File: src/rtl/uart_tx_arbiter.sv
// uart_tx_arbiter
//   Shares a single UART transmitter among NUM_REQ byte-stream requesters.
//   Requesters are granted round-robin; the winner's byte and parity settings
//   are registered onto the TX inputs, a one-cycle data_valid pulse launches
//   the frame, and the arbiter then follows tx_busy until the frame is done.
//   If tx_busy never rises within BUSY_TIMEOUT cycles the frame is abandoned
//   and timeout_err pulses for one cycle.
//
// Ports
//   clk, rst        : clock and synchronous active-high reset
//   req_valid       : per-requester request, held until its req_ready pulse
//   req_data        : packed bytes, requester i at [i*DATA_W +: DATA_W]
//   req_par_en/typ  : per-requester parity enable / type (0 even, 1 odd)
//   req_ready       : one-hot single-cycle accept pulse
//   tx_p_data       : byte to the UART TX
//   tx_data_valid   : single-cycle launch pulse to the UART TX
//   tx_par_en/typ   : parity settings to the UART TX
//   tx_busy         : UART TX busy flag
//   grant_id        : index of the requester owning the TX
//   active          : high from launch until the frame completes or times out
//   timeout_err     : single-cycle pulse when tx_busy never rose
module uart_tx_arbiter #(
  parameter int  NUM_REQ      = 4,
  parameter int  DATA_W       = 8,
  parameter int  BUSY_TIMEOUT = 8,
  localparam int ID_W         = (NUM_REQ > 1) ? $clog2(NUM_REQ) : 1
) (
  input  logic                      clk,
  input  logic                      rst,
  input  logic [NUM_REQ-1:0]        req_valid,
  input  logic [NUM_REQ*DATA_W-1:0] req_data,
  input  logic [NUM_REQ-1:0]        req_par_en,
  input  logic [NUM_REQ-1:0]        req_par_typ,
  output logic [NUM_REQ-1:0]        req_ready,
  output logic [DATA_W-1:0]         tx_p_data,
  output logic                      tx_data_valid,
  output logic                      tx_par_en,
  output logic                      tx_par_typ,
  input  logic                      tx_busy,
  output logic [ID_W-1:0]           grant_id,
  output logic                      active,
  output logic                      timeout_err
);

  localparam int               CNT_W   = $clog2(BUSY_TIMEOUT + 1);
  localparam logic [CNT_W-1:0] CNT_MAX = CNT_W'(BUSY_TIMEOUT);

  typedef enum logic [1:0] {
    IDLE      = 2'd0,
    LAUNCH    = 2'd1,
    WAIT_BUSY = 2'd2,
    WAIT_DONE = 2'd3
  } state_t;

  state_t           state;
  state_t           state_nx;
  logic [ID_W-1:0]  rr_ptr;
  logic [CNT_W-1:0] busy_cnt;
  logic [CNT_W-1:0] busy_cnt_nx;
  logic             grant;
  logic             timeout_hit;
  logic [ID_W:0]    pick;
  logic [ID_W-1:0]  win_id;

  // Saturating increment of the busy-wait counter.
  function automatic logic [CNT_W-1:0] sat_inc(input logic [CNT_W-1:0] c);
    return (c == CNT_MAX) ? c : c + 1'b1;
  endfunction

  // Round-robin pick: first asserted request scanning from ptr upward with
  // wrap. Returns {found, index}. Iterating from the far end lets the
  // nearest candidate overwrite the others.
  function automatic logic [ID_W:0] rr_pick(input logic [ID_W-1:0]    ptr,
                                            input logic [NUM_REQ-1:0] vld);
    logic [ID_W:0]   r;
    logic [ID_W-1:0] pos;
    int              idx;
    r = '0;
    for (int k = NUM_REQ - 1; k >= 0; k--) begin
      idx = int'(ptr) + k;
      if (idx >= NUM_REQ) idx = idx - NUM_REQ;
      pos = ID_W'(idx);
      if (vld[pos]) r = {1'b1, pos};
    end
    return r;
  endfunction

  // Successor index modulo NUM_REQ (NUM_REQ need not be a power of two).
  function automatic logic [ID_W-1:0] next_id(input logic [ID_W-1:0] g);
    if (int'(g) == NUM_REQ - 1) return '0;
    return g + 1'b1;
  endfunction

  assign pick   = rr_pick(rr_ptr, req_valid);
  assign win_id = pick[ID_W-1:0];

  // Next-state and control decode. tx_data_valid, req_ready and active are
  // decoded from the registered state so they are glitch-free and reset to 0.
  always_comb begin
    state_nx      = state;
    busy_cnt_nx   = busy_cnt;
    grant         = 1'b0;
    timeout_hit   = 1'b0;
    tx_data_valid = 1'b0;
    req_ready     = '0;
    active        = 1'b0;
    case (state)
      IDLE: begin
        if (!tx_busy && pick[ID_W]) begin
          grant    = 1'b1;
          state_nx = LAUNCH;
        end
      end
      LAUNCH: begin
        tx_data_valid       = 1'b1;
        req_ready[grant_id] = 1'b1;
        active              = 1'b1;
        busy_cnt_nx         = '0;
        state_nx            = WAIT_BUSY;
      end
      WAIT_BUSY: begin
        active = 1'b1;
        if (tx_busy) begin
          state_nx = WAIT_DONE;
        end else begin
          busy_cnt_nx = sat_inc(busy_cnt);
          if (busy_cnt_nx == CNT_MAX) begin
            timeout_hit = 1'b1;
            state_nx    = IDLE;
          end
        end
      end
      WAIT_DONE: begin
        active = 1'b1;
        if (!tx_busy) state_nx = IDLE;
      end
      default: state_nx = IDLE;
    endcase
  end

  // Control registers: FSM state, round-robin pointer, busy-wait counter.
  always_ff @(posedge clk) begin
    if (rst) begin
      state       <= IDLE;
      rr_ptr      <= '0;
      busy_cnt    <= '0;
      timeout_err <= 1'b0;
    end else begin
      state       <= state_nx;
      busy_cnt    <= busy_cnt_nx;
      timeout_err <= timeout_hit;
      if (grant) rr_ptr <= next_id(win_id);
    end
  end

  // Grant capture: the winner's byte and parity settings are sampled only in
  // the arbitration cycle and then held until the next grant, so requesters
  // may change their inputs freely once accepted.
  always_ff @(posedge clk) begin
    if (rst) begin
      tx_p_data  <= '0;
      tx_par_en  <= 1'b0;
      tx_par_typ <= 1'b0;
      grant_id   <= '0;
    end else if (grant) begin
      tx_p_data  <= req_data[int'(win_id)*DATA_W +: DATA_W];
      tx_par_en  <= req_par_en[win_id];
      tx_par_typ <= req_par_typ[win_id];
      grant_id   <= win_id;
    end
  end

endmodule

File: config.mk
export PLATFORM = sky130hd
export DESIGN_NAME = uart_tx_arbiter
export DESIGN_NICKNAME = d
export VERILOG_FILES = /design/src/rtl/uart_tx_arbiter.sv
export SDC_FILE = /design/constraint.sdc
export NUM_CORES = 1
export LEC_CHECK = 0
export BUFFER_PORTS_ARGS = -buffer_cell sky130_fd_sc_hd__buf_2
export CAP_MARGIN = 30
export CORE_ASPECT_RATIO = 1.1
export CORE_UTILIZATION = 41
export CTS_CLUSTER_SIZE = 8
export DETAILED_ROUTE_END_ITERATION = 10
export PLACE_DENSITY_LB_ADDON = 0.08
export SLEW_MARGIN = 0
export SYNTH_ARGS = -nofsm -noshare
export SYNTH_HDL_FRONTEND = slang
export SYNTH_SLANG_ARGS = --single-unit
export TNS_END_PERCENT = 1
File: constraint.sdc
create_clock -name clk -period 1.8 [get_ports clk]
set_input_delay 0.18 -clock clk [delete_from_list [all_inputs] [get_ports clk]]
set_output_delay 0.18 -clock clk [all_outputs]
set_load 0.1 [all_outputs]
Yosys cells after proc, flatten, opt, wreduce, memory -nomap -nowiden
Cells that the tools add are included.
{"block": "totals", "word_cells": 90, "inputBits": 47, "output_inout_bits": 19, "ff_bits": 21}
{"block": "op_classes", "n_reduce_logical": 9, "magnitude_cmp": 11, "n_bitwise": 1, "eq_ne": 10, "muxes": 41, "n_shift": 1, "addsub": 9}
{"operator": "$shiftx A32 B6 Y8", "count": 1}
{"operator": "$mux W2", "count": 10}
{"operator": "$lt A2 B3 Y1 const B", "count": 6}
{"operator": "$mux W1", "count": 15}
{"operator": "$bmux W1 S2", "count": 6}
{"operator": "$mux W3", "count": 4}
{"operator": "$mux W4", "count": 3}
{"operator": "$ge A3 B3 Y1 const B", "count": 3}
{"operator": "$eq A4 B4 Y1 const B", "count": 2}
{"operator": "$pmux W2 S4", "count": 1}
{"operator": "$pmux W4 S2", "count": 1}
{"operator": "$sub A2 B1 Y2 const B", "count": 4}
{"operator": "$add A2 B2 Y3 const B", "count": 2}
{"operator": "$ne A2 B2 Y1 const B", "count": 3}
{"operator": "$reduce_or A3 Y1", "count": 2}
{"operator": "$add A4 B1 Y4 const B", "count": 1}
{"operator": "$eq A2 B1 Y1 const B", "count": 2}
{"operator": "$eq A2 B2 Y1 const B", "count": 2}
{"operator": "$add A2 B1 Y3 const B", "count": 1}
{"operator": "$ge A2 B3 Y1 const B", "count": 1}
{"operator": "$ne A3 B3 Y1 const B", "count": 1}
{"operator": "$reduce_and A3 Y1", "count": 1}
{"operator": "$add A2 B1 Y2 const B", "count": 1}
{"operator": "$demux W1 S2", "count": 1}
{"operator": "other kinds (7)", "count": 8}

Logic depth before layout (Yosys ltp)
Gate-level depths: netlist of the first run.
{"block": "logic_depth", "depth_word": 15, "ltp_mapped": 7, "depth_no_buf": 7}

Least setup slack after synthesis of the first run
Ideal clock, no wire load.
{"block": "synth_path", "path_kind": "flip-flop to output port", "start": "reg grant_id[0]", "end": "out req_ready[0]", "required_time_ps": 1620, "path_slack_ps": -2067, "path_buffers": 0, "arrival_ps": 3687, "path_stages_with_launch": 2, "cell_sequence": "dfxtp_1 nor4_1"}
{"block": "synth_via", "elab_chain_cells": 5, "word_cells_on_any_way": 6, "classes_between": "order compare (2); mux (3); reduce/logical (1)"}
{"element": "start, declared", "line": "40", "rtl": "output logic [ID_W-1:0] grant_id,"}
{"element": "start signal, assigned", "line": "169", "rtl": "grant_id <= win_id;"}
{"element": "$lt A2 B3 Y1 (not written as such) / $ge A2 B1 Y1 (equally long branches)", "line": "116", "rtl": "req_ready[grant_id] = 1'b1;"}
{"element": "$logic_and A1 B1 Y1 (not written as such)", "line": "116"}
{"element": "$mux W1 (not written as such)", "line": "116"}
{"element": "$demux W1 S2 (*)", "line": "116"}
{"element": "$mux W4 (*)", "line": "107", "rtl": "case (state)"}
{"element": "end, declared", "line": "34", "rtl": "output logic [NUM_REQ-1:0] req_ready,"}
Every way passes the cells marked *; elsewhere a longest branch is shown, timed or not.

Worst setup path after layout of the first run
{"block": "layout_path", "start": "reg state[0]", "end": "out req_ready[0]"}
{"block": "layout_via", "elab_chain_cells": 2}
{"element": "start, declared", "line": "55", "rtl": "state_t state;"}
{"element": "start signal, assigned", "line": "149", "rtl": "state <= state_nx;"}
{"element": "$eq A2 B1 Y1", "line": "107"}
{"element": "$mux W4", "line": "107"}
No other way between the ends.

==> impl_metrics.ini, run 1 <==
[synth]
synthTopCellsByArea = dfxtp_1, mux2i_1, nand3b_1
synth_top_flop_cell = dfxtp_1
yosysMostFrequentCell = mux2i_1
avgSynthCellArea_um2 = 9.31
ys_seq_elements = 21
syn_area_um2 = 1340
async_reset_ff_share_pct = 0
synth_top_area_share_pct = 31.4
yosysSeqAreaShare_pct = 31.4
yosys.area.top_type = dfxtp_1
syn_nets = 194
synthTopCellsByCount = mux2i_1, dfxtp_1, nand3b_1, nor2_1, o221ai_1
synthCells = 144
synth_cell_types = 36
synth_edf_count = 0
yosys_warnings = 0

[timing]
drv_slew = 0
max_slew.worst_pin.slew_ns = 0.490
min_period_ns = 1.72
setup_ws_ns = 0.0801
max_clock_freq_mhz = 581
setup_viol = 0
clock_skew_ns = 0.00140
hold_viol_final = 0
maxSlewHeadroom_pct = 67.6
fin_setup_tns_ns = 0
fin_crit_sh_pct = 95.5

[cells_and_area]
fillers = 272
seq_area_um2 = 432
n_antenna_cell = 0
final_util_pct = 60.1
multi_input_area_um2 = 900
final_cells = 247
drive_gt1_share_pct = 46.5
final_nets = 264
area_growth_pct = 37.8

[global_route]
grt_use_total_pct = 20.0
grt_pass1_wl_mm = 5.56
grt_antenna_before_repair = 0
first_global_vias = 1339
overflow = 0
grt_start_max_net_pins = 23

[die]
start_util_pct = 43.6
rows = 21
pin_count = 66
die_w_um = 56.5
dieArea_um2 = 3500
core_um2 = 3070
die_h_um = 62.0

[routing]
drt_pass1_iterations = 4
via_per_inst = 5.61
drt_iter0_drc = 37
drc = 0
wire_per_inst_um = 13.7
finalWirelength_mm = 3.39
ant_nets = 0
num_vias = 1385

[clock_tree]
cts-root-buf = clkbuf_4
cts_max_level = 1
cts_sinks = 21
cts_tree = built
max-clock-path-buffers = 2
clkTransAtPathRegs_ns = 0.12
cts_buffers = 3
insertion_delay_ns = 0.30

[placement]
place_ws_ns = -0.147
gp_congestion = 0.798
port_buffers = 65
dp_hpwl_mm = 2.53
place_inst = 241

[setup_path]
crit_arrival_ns = 1.54
reg2reg_from = busy_cnt[0]$_SDFFE_PP0P_
startpoint_type = flop
slowest_stage = buf_2
max_stage_delay_ns = 0.46
worstSetupPathType = reg2out
crit_path_start = state[0]$_SDFFE_PP0P_
crit_chain = inv_2 -> nor4_4 -> buf_2
crit_path_end_kind = output pin
crit_fanout = 7
r2r_cells = 7
cp_data_required_time_ns = 1.62

[worst_hold_path]
hold_path.class = in2reg
hp-start = req_data[31]
min_path_cells = 3

[run_status]
status = finished clean

[pwr]
p_leak_nw = 0.817
ir_drop_mv = 0.529
powerDensity_nw_per_um2 = 795

[flow_run]
max-cap-violations = 0
metrics by stage:
stage | instance area (um2) | hold WS (ns) | power [mW]
5_1_grt | 1850 | 0.175 | 1.54
4_1_cts | 1800 | 0.156 | 1.48
3_3_place_gp | 1760 | 0.463 | 1.23
2_1_floorplan | 1400 | 0.380 | 1.09
6_report | 1850 | 0.169 | 1.47
3_5_place_dp | 1760 | 0.472 | 1.24
registers in the layout, summed over array words and instances, names as in the netlist:
| name | count |
|---|---|
| grant_id | 2 |
| tx_par_typ | 1 |
| tx_par_en | 1 |
| timeout_err | 1 |
| rr_ptr | 2 |
| tx_p_data | 8 |
| busy_cnt | 4 |
| state | 2 |
what timing repair did:
action / CTS / global route
buffers inserted: 0 / 2
endpoints found under the setup margin: 5 / 1
hold buffers: 0 / 0
gates resized for setup: 7 / 6
pin swaps: 1 / 2
hold endpoints to repair: 0 / 0
metal layers:
metal / share of wire (%) / wire length (um) / GRT usage (%)
met5: 0 / 0 / 0
met4: 0.38 / 13 / 8.36
met3: 4.1 / 139 / 2.48
met2: 54 / 1840 / 39.5
met1: 41 / 1400 / 22.1
worst paths after layout:
| path | endpoint | slack (ns) |
|---|---|---|
| max | req_ready[0] | 0.08 |
| min | tx_p_data[7]$_SDFFE_PP0P_ | 0.17 |
| max reg2reg | state[1]$_SDFFE_PP0P_ | 0.08 |
| min reg2reg | rr_ptr[0]$_SDFFE_PP0P_ | 0.49 |
where the power goes:
group	total (mW)	switching, mW	internal (mW)
Clock	0.236	0.149	0.0865
Sequential	0.549	0.0427	0.506
Combinational	0.684	0.469	0.214
Total	1.47	0.661	0.807
final cells by class:
class | instances | share of cell area, %
well taps | 34 | 2.30
clock buffers | 4 | 1.42
flip-flops and latches | 21 | 23.4
multi-input cells | 109 | 48.7
inverters | 5 | 1.02
repair buffers | 74 | 23.2
logic make-up after synthesis:
| kind of cell | count (synthesis) | synth area share (%) |
|---|---|---|
| adders and majority gates | 3 | 2.80 |
| xor gates and xnor gates | 1 | 0.654 |
| muxes | 24 | 17.9 |
| DFF | 21 | 31.4 |
| and+or+nand+nor | 50 | 22.5 |
| buffers and inverters | 14 | 6.26 |
| AOI/OAI and AO/OA | 31 | 18.5 |
worst max-delay path: cells and delay by family, from the launching register on:
kind                   cells  cell delay (ns)
and+or+nand+nor            1             0.20
buffers and inverters      2             0.58
DFF                        1             0.45
layout by cell type (no fill, tap or decap), types with 3 or more instances in the layout:
| cell | synthesis | final |
|---|---|---|
| a21oi_1 | 7 | 7 |
| buf_2 | 1 | 61 |
| buf_4 | 0 | 11 |
| clkbuf_4 | 0 | 3 |
| dfxtp_1 | 21 | 16 |
| dfxtp_2 | 0 | 3 |
| ha_1 | 3 | 3 |
| inv_1 | 5 | 4 |
| mux2i_1 | 24 | 24 |
| nand2_1 | 9 | 8 |
| nand3b_1 | 12 | 12 |
| nor2_1 | 10 | 8 |
| nor2b_1 | 3 | 3 |
| o21ai_0 | 4 | 3 |
| o221ai_1 | 10 | 10 |
(Power assumes the default switching activity.)
==> inputs of run 2 (changes only) <==
Clock period 1.8 ns to 1.47 ns, I/O delays scaled along.
==> run 2 against run 1 <==
Net effect: the run now ends with setup timing left; core utilization grew 8.2 points; sequential cell count is the same; via count increased by 1.6%; sequential share of layout area is 2.7 points lower; sequential power up 21%; combinational power rose by 40%; count of clock-buffer cells in the layout unchanged; clock skew is essentially flat; total power grew 30%; routed wire length increased by 14%; die area unchanged; setup slack worse by 0.19 ns; highest routed layer unchanged.
==> impl_metrics.ini, run 2 (same netlist as run 1, synthesis figures left out) <==
[routing]
drc = 0
ant_nets = 0
finalWirelength_mm = 3.86
via_per_inst = 5.41
num_vias = 1407
drt_pass1_iterations = 4
drt_iter0_drc = 48
wire_per_inst_um = 14.9

[global_route]
grt_use_total_pct = 23.2
first_global_vias = 1395
grt_pass1_wl_mm = 6.18
overflow = 0
grt_antenna_before_repair = 0
grt_start_max_net_pins = 22

[die]
rows = 21
pin_count = 66
dieArea_um2 = 3500
die_h_um = 62.0
start_util_pct = 43.6
core_um2 = 3070
die_w_um = 56.5

[run_status]
violations = setup timing
status = finished, violations left

[placement]
port_buffers = 65
dp_hpwl_mm = 2.78
gp_congestion = 0.804
place_ws_ns = -0.422
place_inst = 252

[setup_path]
slowest_stage = dfxtp_2
crit_path_frequent_cell = buf_4
crit_chain = inv_2 -> ha_4 -> buf_6 -> nand3b_1 -> buf_4 -> buf_4 -> nand3_1 -> o21ai_1 -> a32oi_1 -> nor2_1
crit_fanout = 3
crit_arrival_ns = 1.78
worstSetupPathType = reg2reg
crit_path_end_kind = flop
startpoint_type = flop
max_stage_delay_ns = 0.36
cp_data_required_time_ns = 1.67

[pwr]
power_mw = 1.90
ir_drop_mv = 0.633
powerDensity_nw_per_um2 = 907
p_leak_nw = 0.921

[timing]
clock_skew_ns = 0.00109
max_slew.worst_pin.slew_ns = 0.490
rsz0062_at_grt = true
maxSlewHeadroom_pct = 67.6
fin_crit_sh_pct = 108
min_period_ns = 1.58
max_clock_freq_mhz = 632
hold_viol_final = 0
setup_viol = 16
drv_slew = 0
setup_ws_ns = -0.114

[cells_and_area]
final_cells = 260
n_antenna_cell = 0
seq_area_um2 = 433
fillers = 243
most-common-layout-cells = buf_2, mux2i_1, buf_4
layout_commonest_cell = buf_2
largest_reg_flops = 8
multi_input_area_um2 = 965
reg.largest.list = tx_p_data (8), busy_cnt (4)
top_register = tx_p_data
drive_gt1_share_pct = 55.8
area_growth_pct = 56.6
final_nets = 277

[clock_tree]
insertion_delay_ns = 0.30
max-clock-path-buffers = 2
hold_buffers = 0
cts_buffers = 3
cts_tree = built
cts-root-buf = clkbuf_4
cts_max_level = 1
clkTransAtPathRegs_ns = 0.11
cts_sinks = 21

[flow_run]
max-cap-violations = 0

[worst_hold_path]
hold_path.class = in2reg
==> run 2: cell types whose count changed in the layout (fill, tap and decap cells not counted), moves of 2 or more <==
| cell | before | now |
|---|---|---|
| buf_6 | 0 | 2 |
| buf_4 | 11 | 18 |
| dfxtp_2 | 3 | 7 |
| buf_12 | 2 | 8 |
| buf_2 | 61 | 59 |
| dfxtp_1 | 16 | 13 |
| a21oi_1 | 7 | 5 |
| inv_2 | 1 | 4 |
| ha_1 | 3 | 1 |
| inv_1 | 4 | 1 |
==> run 2: what timing repair did <==
item / 4_1_cts / 5_1_grt
pin swaps: 10 / 3
gates resized for setup: 20 / 9
endpoints found under the setup margin: 19 / 21
buffers inserted: 4 / 0
==> run 2: metrics by stage <==
stage | hold WS, ns | util, % | setup TNS [ns] | instance area, um2
global placement | 0.442 | 62.8 | -0.955 | 1930
finish | 0.141 | 68.3 | -0.490 | 2100
global route | 0.141 | 68.3 | -1.91 | 2100
detailed placement | 0.465 | 62.8 | -1.84 | 1930
floorplan | 0.347 | - | -1.79 | 1400
CTS | 0.130 | 67.0 | -0.431 | 2060
==> run 2: path summary, 6_finish.rpt <==
| kind | to | depth (start not counted) | startpoint | slack (ns) |
|---|---|---|---|---|
| setup / recovery | busy_cnt[0]$_SDFFE_PP0P_ | 10 | busy_cnt[1]$_SDFFE_PP0P_ | -0.11 |
| hold / removal | tx_p_data[4]$_SDFFE_PP0P_ | 3 | req_data[4] | 0.14 |
| setup reg to reg | busy_cnt[0]$_SDFFE_PP0P_ | 10 | busy_cnt[1]$_SDFFE_PP0P_ | -0.11 |
| hold reg to reg | tx_p_data[0]$_SDFFE_PP0P_ | 2 | tx_p_data[0]$_SDFFE_PP0P_ | 0.53 |
==> run 2: layout make-up <==
type	count	share of cell area (%)
clock buffers	4	1.25
inverters	5	0.894
multi-input cells	109	46.0
well taps	34	2.03
flip-flops and latches	21	20.6
repair buffers	87	29.2
==> run 2: per-layer routing <==
layer / routed length [um] / GRT usage [%] / vias up
li1: - / - / 707
met1: 1510 / 26.2 / 658
met2: 2200 / 44.5 / 40
met3: 138 / 2.48 / 2
met4: 21 / 10.8 / 0
met5: 0 / 0 / -
==> run 2: critical path, delay by kind of cell, from the launching register on <==
family                     cells  cell delay [ns]
AOI/OAI and AO/OA              2             0.24
adders and majority gates      1             0.15
buffers and inverters          4             0.46
DFF                            1             0.36
and+or+nand+nor                3             0.27
==> run 2: power by group <==
group | total [mW] | switching, mW | internal (mW)
clock | 0.280 | 0.174 | 0.106
combinational | 0.957 | 0.619 | 0.337
sequential | 0.667 | 0.0424 | 0.624
==> inputs of run 3 (changes only) <==
--- a/config.mk
+++ b/config.mk
@@ -9,8 +9,10 @@
 export CAP_MARGIN = 30
 export CORE_ASPECT_RATIO = 1.1
+export CORE_MARGIN = 10
 export CORE_UTILIZATION = 41
 export CTS_CLUSTER_SIZE = 8
 export DETAILED_ROUTE_END_ITERATION = 10
 export PLACE_DENSITY_LB_ADDON = 0.08
+export SETUP_SLACK_MARGIN = 0.2
 export SLEW_MARGIN = 0
 export SYNTH_ARGS = -nofsm -noshare
==> constraint.sdc (replaced) <==
create_clock -name clk -period 1.47 [get_ports clk]
set_input_delay 0.294 -clock clk [delete_from_list [all_inputs] [get_ports clk]]
set_output_delay 0.294 -clock clk [all_outputs]
set_load 0.1 [all_outputs]
==> run 3 against run 2 <==
Net effect: the flow still finishes with violations (setup timing); sequential power grew 0.6%; cell count grew 2.7%; sequential share of layout area shrank 1.1 points; critical path type unchanged; largest power group unchanged.
==> impl_metrics.ini, run 3 (same netlist as run 1, synthesis figures left out) <==
[run_status]
status = finished, violations left
violations = setup timing

[global_route]
grt_pass1_wl_mm = 7.18
grt_start_max_net_pins = 22
first_global_vias = 1659
grt_use_total_pct = 14.7
overflow = 0
grt_antenna_before_repair = 0

[routing]
drt-met1-wl_mm = 1.70
via_per_inst = 5.52
wl_met3_um = 378
dr.max_layer_used = met4
drt_pass1_iterations = 4
drc = 0
drt_iter0_drc = 37
finalWirelength_mm = 4.50
num_vias = 1475
wire_per_inst_um = 16.8
ant_nets = 0
dr_wl_met2_mm = 2.38

[clock_tree]
max-clock-path-buffers = 2
insertion_delay_ns = 0.31
cts_tree = built
cts_max_level = 1
hold_buffers = 0
cts_buffers = 3
clkTransAtPathRegs_ns = 0.13
cts-root-buf = clkbuf_4
cts_sinks = 21

[pwr]
ir_drop_mv = 0.583
powerDensity_nw_per_um2 = 891
p_leak_nw = 0.969
power_mw = 1.99

[setup_path]
cp_top_family = compound AO/OA/AOI/OAI gates
path_buf_inv = 1
crit_arrival_ns = 1.82
timing.rr.end = state[1]$_SDFFE_PP0P_
crit_path_end_kind = flop
r2r_cells = 7
crit_path_frequent_cell = a211oi_2
slowest_stage = dfxtp_2
reg2reg_from = busy_cnt[1]$_SDFFE_PP0P_
crit_fanout = 3
crit_cells = 7
max_stage_delay_ns = 0.38
cp_data_required_time_ns = 1.69
crit_chain = inv_2 -> ha_4 -> a211oi_2 -> a211oi_2 -> a2111oi_4 -> o21ai_1 -> and3b_1
startpoint_type = flop
worstSetupPathType = reg2reg
r2r_setup_slack_ns = -0.13
crit_path_start = busy_cnt[1]$_SDFFE_PP0P_

[placement]
dp_hpwl_mm = 3.28
placed_area_um2 = 1970
gp_congestion = 0.789
port_buffers = 65
place_ws_ns = -0.388

[cells_and_area]
multi_input_area_um2 = 948
final_util_pct = 72.1
top_register = tx_p_data
drive_gt1_share_pct = 55.8
seq_area_um2 = 435
reg.largest.list = tx_p_data (8), busy_cnt (4)
fin_area_um2 = 2230
final_nets = 284
fillers = 247
layout_commonest_cell = buf_2
n_antenna_cell = 0
area_growth_pct = 66.8
most-common-layout-cells = buf_2, buf_4, mux2i_1
largest_reg_flops = 8

[die]
dieArea_um2 = 5960
start_util_pct = 43.2
rows = 21
pin_count = 66
die_h_um = 80.0
die_w_um = 74.5
core_um2 = 3100

[worst_hold_path]
hp-start = req_data[31]
min_path_cells = 3
hold_path.class = in2reg
worst_hold_path.endpoint = tx_p_data[7]$_SDFFE_PP0P_

[timing]
setup_ws_ns = -0.130
max_clock_freq_mhz = 625
min_period_ns = 1.60
clock_skew_ns = 0.00765
drv_slew = 0
setup_viol = 13
maxSlewHeadroom_pct = 76.5
fin_setup_tns_ns = -0.656
rsz0062_at_grt = true
max_slew.worst_pin.slew_ns = 0.352
fin_crit_sh_pct = 109
hold_viol_final = 0

[flow_run]
max-cap-violations = 0
==> run 3: cell types whose count changed in the layout (fill, tap and decap cells not counted), sizes merged <==
cell / before / now
buf: 87 / 94
clkbuf: 4 / 3
clkinv: 0 / 1
==> run 3: area by class of cell <==
| class | instances | share of cell area, % |
|---|---|---|
| Clock buffer | 3 | 1.01 |
| Clock inverter | 1 | 0.224 |
| Inverter | 5 | 0.952 |
| Multi-Input combinational cell | 109 | 42.4 |
| Sequential cell | 21 | 19.5 |
| Tap cell | 34 | 1.90 |
| Timing Repair Buffer | 94 | 34.0 |
==> run 3: worst max path at each step <==
| stage | end | slack (ns) |
|---|---|---|
| 6_report | state[1]$_SDFFE_PP0P_ | -0.13 |
| 2_1_floorplan | req_ready[0] | -0.49 |
| 5_1_grt | state[1]$_SDFFE_PP0P_ | -0.26 |
| 3_5_place_dp | state[1]$_SDFFE_PP0P_ | -0.39 |
| 4_1_cts | req_ready[1] | -0.14 |
| 3_3_place_gp | state[1]$_SDFFE_PP0P_ | -0.30 |
==> run 3: stage by stage <==
step	std cells	hold slack (ns)
floorplan	144	0.445
global placement	255	0.478
detailed placement	255	0.488
CTS	264	0.290
global route	267	0.295
finish	267	0.290
==> run 3: timing repair <==
| item | in CTS | in global routing |
|---|---|---|
| pin swaps | 10 | 11 |
| endpoints found under the setup margin | 38 | 39 |
| setup buffers | 5 | 3 |
| gates resized for setup | 33 | 20 |
==> run 3: power breakdown <==
part	leakage, nW	internal (mW)	switching (mW)
Combinational	0.776	0.403	0.628
Sequential	0.176	0.624	0.0468
Clock	0.0177	0.102	0.189
Total	0.969	1.13	0.864
==> run 3: worst reg2reg max path: cells and delay by family, from the launching register on <==
kind                     cells  cell delay, ns
AO/OA/AOI/OAI                4            0.75
adder cells (fa/ha/maj)      1            0.16
buffers and inverters        1            0.06
flip-flops                   1            0.38
AND/OR/NAND/NOR              1            0.16
==> run 3: routing by layer <==
layer	vias to the layer above	track usage, %
met3	4	5.22
met4	0	4.92
met5	-	0
li1	717	-
met2	59	26.0
met1	695	15.5
